<file path="config.mk">
export PLATFORM = sky130hd
export DESIGN_NAME = axi_arbiter_w
export DESIGN_NICKNAME = d
export VERILOG_FILES = /design/src/rtl/axi_arbiter_w.sv
export SDC_FILE = /design/constraint.sdc
export NUM_CORES = 1
export LEC_CHECK = 0
export CORE_ASPECT_RATIO = 0.7
export CORE_MARGIN = 4
export CORE_UTILIZATION = 25
export DETAILED_ROUTE_END_ITERATION = 12
export GPL_TIMING_DRIVEN = 0
export HOLD_SLACK_MARGIN = 0.12
export PLACE_DENSITY = 0.86
export REMOVE_ABC_BUFFERS = 1
export SYNTH_ARGS = -nofsm -noshare
export SYNTH_HDL_FRONTEND = slang
export SYNTH_SLANG_ARGS = --single-unit
export TNS_END_PERCENT = 1
</file>
<file path="constraint.sdc">
create_clock -name ACLK -period 1.7 [get_ports ACLK]
set_input_delay 0.34 -clock ACLK [delete_from_list [all_inputs] [get_ports ACLK]]
set_output_delay 0.34 -clock ACLK [all_outputs]
set_load 0.01 [all_outputs]
</file>
<file path="src/rtl/axi_arbiter_w.sv">
// axi_arbiter_w: two-master AXI write-channel arbiter feeding one downstream port.
// A master owns the path from AW grant until its B handshake, so only one write
// transaction is in flight at a time. s_WLAST is generated from the latched AWLEN.
//
// Build option:
//   AXI_ARB_W_FIXED_PRIO_EN  defined   -> m0 always wins a simultaneous request.
//                            undefined -> round-robin against the previous owner.

module axi_arbiter_w #(
    parameter int unsigned ADDR_WIDTH = 32,
    parameter int unsigned DATA_WIDTH = 32
) (
    input  logic                      ACLK,
    input  logic                      ARESET,

    input  logic [ADDR_WIDTH-1:0]     m0_AWADDR,
    input  logic [7:0]                m0_AWLEN,
    input  logic                      m0_AWVALID,
    output logic                      m0_AWREADY,
    input  logic [DATA_WIDTH-1:0]     m0_WDATA,
    input  logic [DATA_WIDTH/8-1:0]   m0_WSTRB,
    input  logic                      m0_WVALID,
    output logic                      m0_WREADY,
    output logic [1:0]                m0_BRESP,
    output logic                      m0_BVALID,
    input  logic                      m0_BREADY,

    input  logic [ADDR_WIDTH-1:0]     m1_AWADDR,
    input  logic [7:0]                m1_AWLEN,
    input  logic                      m1_AWVALID,
    output logic                      m1_AWREADY,
    input  logic [DATA_WIDTH-1:0]     m1_WDATA,
    input  logic [DATA_WIDTH/8-1:0]   m1_WSTRB,
    input  logic                      m1_WVALID,
    output logic                      m1_WREADY,
    output logic [1:0]                m1_BRESP,
    output logic                      m1_BVALID,
    input  logic                      m1_BREADY,

    output logic [ADDR_WIDTH-1:0]     s_AWADDR,
    output logic [7:0]                s_AWLEN,
    output logic                      s_AWVALID,
    input  logic                      s_AWREADY,
    output logic [DATA_WIDTH-1:0]     s_WDATA,
    output logic [DATA_WIDTH/8-1:0]   s_WSTRB,
    output logic                      s_WLAST,
    output logic                      s_WVALID,
    input  logic                      s_WREADY,
    input  logic [1:0]                s_BRESP,
    input  logic                      s_BVALID,
    output logic                      s_BREADY,

    output logic                      grant
);

    localparam logic [1:0] StIdle = 2'd0;
    localparam logic [1:0] StAw   = 2'd1;
    localparam logic [1:0] StW    = 2'd2;
    localparam logic [1:0] StB    = 2'd3;

    logic [1:0] state_q, state_d;
    logic       grant_q, grant_d;
    logic       last_grant_q, last_grant_d;
    logic [7:0] beat_cnt_q, beat_cnt_d;
    logic [7:0] len_q, len_d;

    logic       st_aw, st_w, st_b;
    logic       own_awvalid, own_wvalid, own_bready;
    logic       aw_hs, w_hs, b_hs, last_beat;
    logic       pick;

    assign st_aw = (state_q == StAw);
    assign st_w  = (state_q == StW);
    assign st_b  = (state_q == StB);

    // Owner-side views, selected by the registered grant
    assign own_awvalid = grant_q ? m1_AWVALID : m0_AWVALID;
    assign own_wvalid  = grant_q ? m1_WVALID  : m0_WVALID;
    assign own_bready  = grant_q ? m1_BREADY  : m0_BREADY;

    assign aw_hs     = s_AWVALID & s_AWREADY;
    assign w_hs      = s_WVALID & s_WREADY;
    assign b_hs      = st_b & s_BVALID & own_bready;
    assign last_beat = (beat_cnt_q == len_q);

    // Arbitration decision used only in the IDLE cycle
    always_comb begin
`ifdef AXI_ARB_W_FIXED_PRIO_EN
        pick = m0_AWVALID ? 1'b0 : 1'b1;
`else
        if (m0_AWVALID && m1_AWVALID) begin
            pick = ~last_grant_q;
        end else begin
            pick = ~m0_AWVALID;
        end
`endif
    end

    // Next-state logic for the ownership FSM, burst length and beat counter
    always_comb begin
        state_d      = state_q;
        grant_d      = grant_q;
        last_grant_d = last_grant_q;
        beat_cnt_d   = beat_cnt_q;
        len_d        = len_q;
        unique case (state_q)
            StIdle: begin
                if (m0_AWVALID || m1_AWVALID) begin
                    grant_d = pick;
                    state_d = StAw;
                end
            end
            StAw: begin
                if (aw_hs) begin
                    len_d      = s_AWLEN;
                    beat_cnt_d = 8'd0;
                    state_d    = StW;
                end
            end
            StW: begin
                if (w_hs) begin
                    // Hold on the final beat so AWLEN=255 never wraps the counter
                    if (last_beat) begin
                        state_d = StB;
                    end else begin
                        beat_cnt_d = beat_cnt_q + 8'd1;
                    end
                end
            end
            StB: begin
                if (b_hs) begin
                    last_grant_d = grant_q;
                    state_d      = StIdle;
                end
            end
            default: state_d = StIdle;
        endcase
    end

    // State registers with synchronous reset; last_grant=1 lets m0 win first
    always_ff @(posedge ACLK) begin
        if (ARESET) begin
            state_q      <= StIdle;
            grant_q      <= 1'b0;
            last_grant_q <= 1'b1;
            beat_cnt_q   <= 8'd0;
            len_q        <= 8'd0;
        end else begin
            state_q      <= state_d;
            grant_q      <= grant_d;
            last_grant_q <= last_grant_d;
            beat_cnt_q   <= beat_cnt_d;
            len_q        <= len_d;
        end
    end

    // Downstream AW/W payload follows the owner; valids are gated by phase
    always_comb begin
        s_AWADDR  = grant_q ? m1_AWADDR : m0_AWADDR;
        s_AWLEN   = grant_q ? m1_AWLEN  : m0_AWLEN;
        s_AWVALID = st_aw & own_awvalid;
        s_WDATA   = grant_q ? m1_WDATA  : m0_WDATA;
        s_WSTRB   = grant_q ? m1_WSTRB  : m0_WSTRB;
        s_WVALID  = st_w & own_wvalid;
        s_WLAST   = st_w & last_beat;
        s_BREADY  = st_b & own_bready;
    end

    // Upstream handshakes reach only the owner; the non-owner sees zeros
    always_comb begin
        m0_AWREADY = st_aw & ~grant_q & s_AWREADY;
        m1_AWREADY = st_aw &  grant_q & s_AWREADY;
        m0_WREADY  = st_w  & ~grant_q & s_WREADY;
        m1_WREADY  = st_w  &  grant_q & s_WREADY;
        m0_BVALID  = st_b  & ~grant_q & s_BVALID;
        m1_BVALID  = st_b  &  grant_q & s_BVALID;
        m0_BRESP   = (st_b & ~grant_q) ? s_BRESP : 2'b00;
        m1_BRESP   = (st_b &  grant_q) ? s_BRESP : 2'b00;
    end

    assign grant = grant_q;

endmodule

</file>
==> impl_metrics.py <==
metrics = {
    "outcome": {
        "status": "complete, but fails checks",
        "failed_checks": "negative setup slack",
    },
    "sta": {
        "timing.final.ws_setup_ns": -0.190,
        "tightest_slew_ns": 0.840,
        "hold_viol": 0,
        "slew_headroom_pct": 43.8,
        "finalCritPeriodShare_pct": 111,
        "layout_min_cycle_time_ns": 1.89,
        "slew_violations": 0,
        "finClkSkew_ns": 0.00181,
        "rsz0062_at_grt": "true",
        "setup_viol": 96,
        "fmax_mhz": 529,
        "hold_ws_ns": 0.503,
    },
    "floorplanning": {
        "core_area_mm2": 0.00844,
        "die_height_um": 85.8,
        "chipWidth_um": 119,
        "io_pins": 256,
        "die_area_mm2": 0.0102,
        "rows": 28,
        "start_util_pct": 25.6,
    },
    "global_route": {
        "grt_usage_pct": 23.8,
        "grt_max_degree": 26,
        "grt_antenna_before_repair": 0,
        "first_global_vias": 3291,
        "grt_pass1_wl_mm": 18.8,
        "overflow": 0,
    },
    "yosys": {
        "synth_area_mm2": 0.00216,
        "synth_edf_count": 0,
        "synth.distinct_cells": 43,
        "synth_top_family_by_area": "multiplexers",
        "synthMuxAreaShare_pct": 41.7,
        "synth_xor_area_share_pct": 3.24,
        "ys.flop_type": "dfxtp_1",
        "yosys.area_share.simple_pct": 20.4,
        "synth_compound_area_share_pct": 7.75,
        "synth_warnings": 0,
        "synthAdderAreaFrac_pct": 3.47,
        "ys_ff_latch": 20,
        "avgSynthCellArea_um2": 9.08,
        "synth_cells": 238,
        "yosysSeqAreaShare_pct": 18.5,
        "async_flop_share_pct": 0,
    },
    "route": {
        "drc_errors": 0,
        "vias_per_cell": 4.84,
        "routed_wirelength_mm": 13.1,
        "vias": 3027,
        "first_iter_violations": 94,
        "drt_first_pass_iters": 4,
        "drtAntennaViolNets": 0,
        "drt-wirelength-per-cell_um": 20.9,
    },
    "clocking": {
        "cts_hold_buffers": 0,
        "clockBufferDepth": 2,
        "cts_num_sinks": 20,
        "clkSlewWorstSetupHoldPaths_ns": 0.06,
        "cts_tree": "done",
        "htreeDepth": 1,
        "cts-root-buf": "clkbuf_16",
        "clock_latency_ns": 0.26,
        "cts_buffers": 3,
    },
    "layout": {
        "nFillCells": 650,
        "layout.nets": 678,
        "num_antenna_cells": 0,
        "area_growth_pct": 154,
        "finalNonFillerCells": 626,
        "drive_gt1_share_pct": 44.1,
        "multi_input_comb_area_mm2": 0.00200,
        "regArea_um2": 412,
    },
    "setup_path": {
        "crit_arrival_ns": 2.06,
        "reg2reg_depth": 7,
        "end_kind": "flop",
        "crit_fanout": 5,
        "crit_required_ns": 1.87,
        "worst-setup-path-type": "flop to flop",
        "cp-start-kind": "flop",
    },
    "hold_path": {
        "hp-class": "flop to flop",
        "holdPathStages": 2,
    },
    "flow_run": {
        "cap_violations": 0,
    },
    "power_and_ir_drop": {
        "peakVddDrop_uv": 367,
        "total_power_w": 0.00387,
        "leakage_nw": 2.34,
        "combinationalPowerShare_pct": 69.5,
        "p_sw_share_pct": 34.7,
        "clockPowerShare_pct": 15.4,
        "power.switching_w": 0.00134,
        "powerDensity_mw_per_mm2": 707,
        "p_int_w": 0.00253,
        "seqPwrFrac_pct": 15.0,
    },
    "placement": {
        "dp_hpwl_mm": 9.91,
        "dp_cells": 598,
        "portBuffers": 255,
        "place.gp.congestion": 0.812,
        "place_ws_ns": -0.632,
    },
}
==> repair_timing <==
| item | CTS | global route |
|---|---|---|
| gates cloned | 6 | 1 |
| pin swaps | 15 | 8 |
| endpoints found under the setup margin | 105 | 105 |
| resized for setup | 422 | 57 |
| buffers inserted | 11 | 6 |
==> critical path, cell delays in order (launching register included) <==
cell	delay (ns)
dfxtp_4	0.37
buf_6	0.13
buf_16	0.13
mux2i_4	0.18
o21a_1	0.17
a2111o_1	0.42
a21o_1	0.21
a211oi_2	0.17
==> final timing paths <==
| path | start | endpoint | slack [ns] |
|---|---|---|---|
| hold / removal | last_grant_q | last_grant_q | 0.50 |
| setup reg to reg | grant | state_q[0] | -0.19 |
| hold reg to reg | last_grant_q | last_grant_q | 0.50 |
| setup / recovery | grant | state_q[0] | -0.19 |
==> logic make-up after synthesis <==
logic type,Yosys count
DFF,20
xor gates and xnor gates,8
AOI/OAI and AO/OA,22
buffers and inverters,20
adders and majority gates,6
and+or+nand+nor,82
muxes,80
==> final cells by class <==
class,instances,area share (%)
timing repair buffer,279,51.1
multi-input combinational,199,36.5
sequential,20,7.51
tap,120,2.74
clock buffer,4,1.83
inverter,4,0.274
==> layer usage <==
layer / share of wire (%) / global-route usage, % / vias to the layer above
met1: 35 / 23.7 / 1461
met3: 6.2 / 4.94 / 23
met5: 0 / 0 / -
met4: 2.2 / 6.31 / 0
met2: 57 / 49.8 / 134
li1: - / - / 1409
==> Yosys cell counts, drive strengths merged, types with 4 or more instances <==
master / number / share of area, %
and2: 5 / 1.4
mux2: 78 / 41
xor2: 8 / 3.2
a21oi: 4 / 0.93
nor2: 22 / 3.8
clkbuf: 12 / 2.6
ha: 6 / 3.5
nand3: 14 / 3.5
nor3: 9 / 2.1
nand2: 9 / 1.7
inv: 4 / 0.69
and3: 7 / 2.1
dfxtp: 20 / 19
==> registers in the layout, indices dropped and copies added (netlist names) <==
name / count
last_grant_q: 1
grant: 1
state_q: 2
beat_cnt_q: 8
len_q: 8
==> per-stage QoR <==
stage,utilization [%],instance area (um^2),setup TNS (ns)
after global placement,56.5,4770,-277.49
after global routing,64.9,5480,-12.03
after floorplan,-,2070,-154.30
after CTS,61.9,5230,-7.06
after detailed placement,56.9,4800,-35.17
final,64.9,5480,-8.84
==> layout by cell type (no fill, tap or decap), types with 3 or more instances in the layout <==
master and n:
a21oi_1 4, and2_1 5, and3_1 6, buf_16 6, buf_2 28, buf_4 11
buf_6 51, clkbuf_16 5, clkbuf_2 5, clkdlybuf4s15_2 6, clkdlybuf4s50_1 162, dfxtp_1 13
dfxtp_2 6, dlygate4sd2_1 7, ha_1 3, inv_1 3, mux2_2 25, mux2_4 53
nand2_1 8, nand2b_1 3, nand3_1 12, nand4b_1 3, nor2_1 21, nor3_1 9
o211ai_1 3, or4_1 3, xor2_1 3, xor2_2 5
==> power by group through the flow <==
stage | Sequential, W | Clock [W] | Combinational, W
floorplan | 0.000651 | 0 | 0.000870
global placement | 0.000684 | 0 | 0.00198
detailed placement | 0.000589 | 0 | 0.00208
CTS | 0.000575 | 0.000599 | 0.00248
global route | 0.000588 | 0.000620 | 0.00284
finish | 0.000582 | 0.000598 | 0.00269
Power figures use the tool's default switching activity.
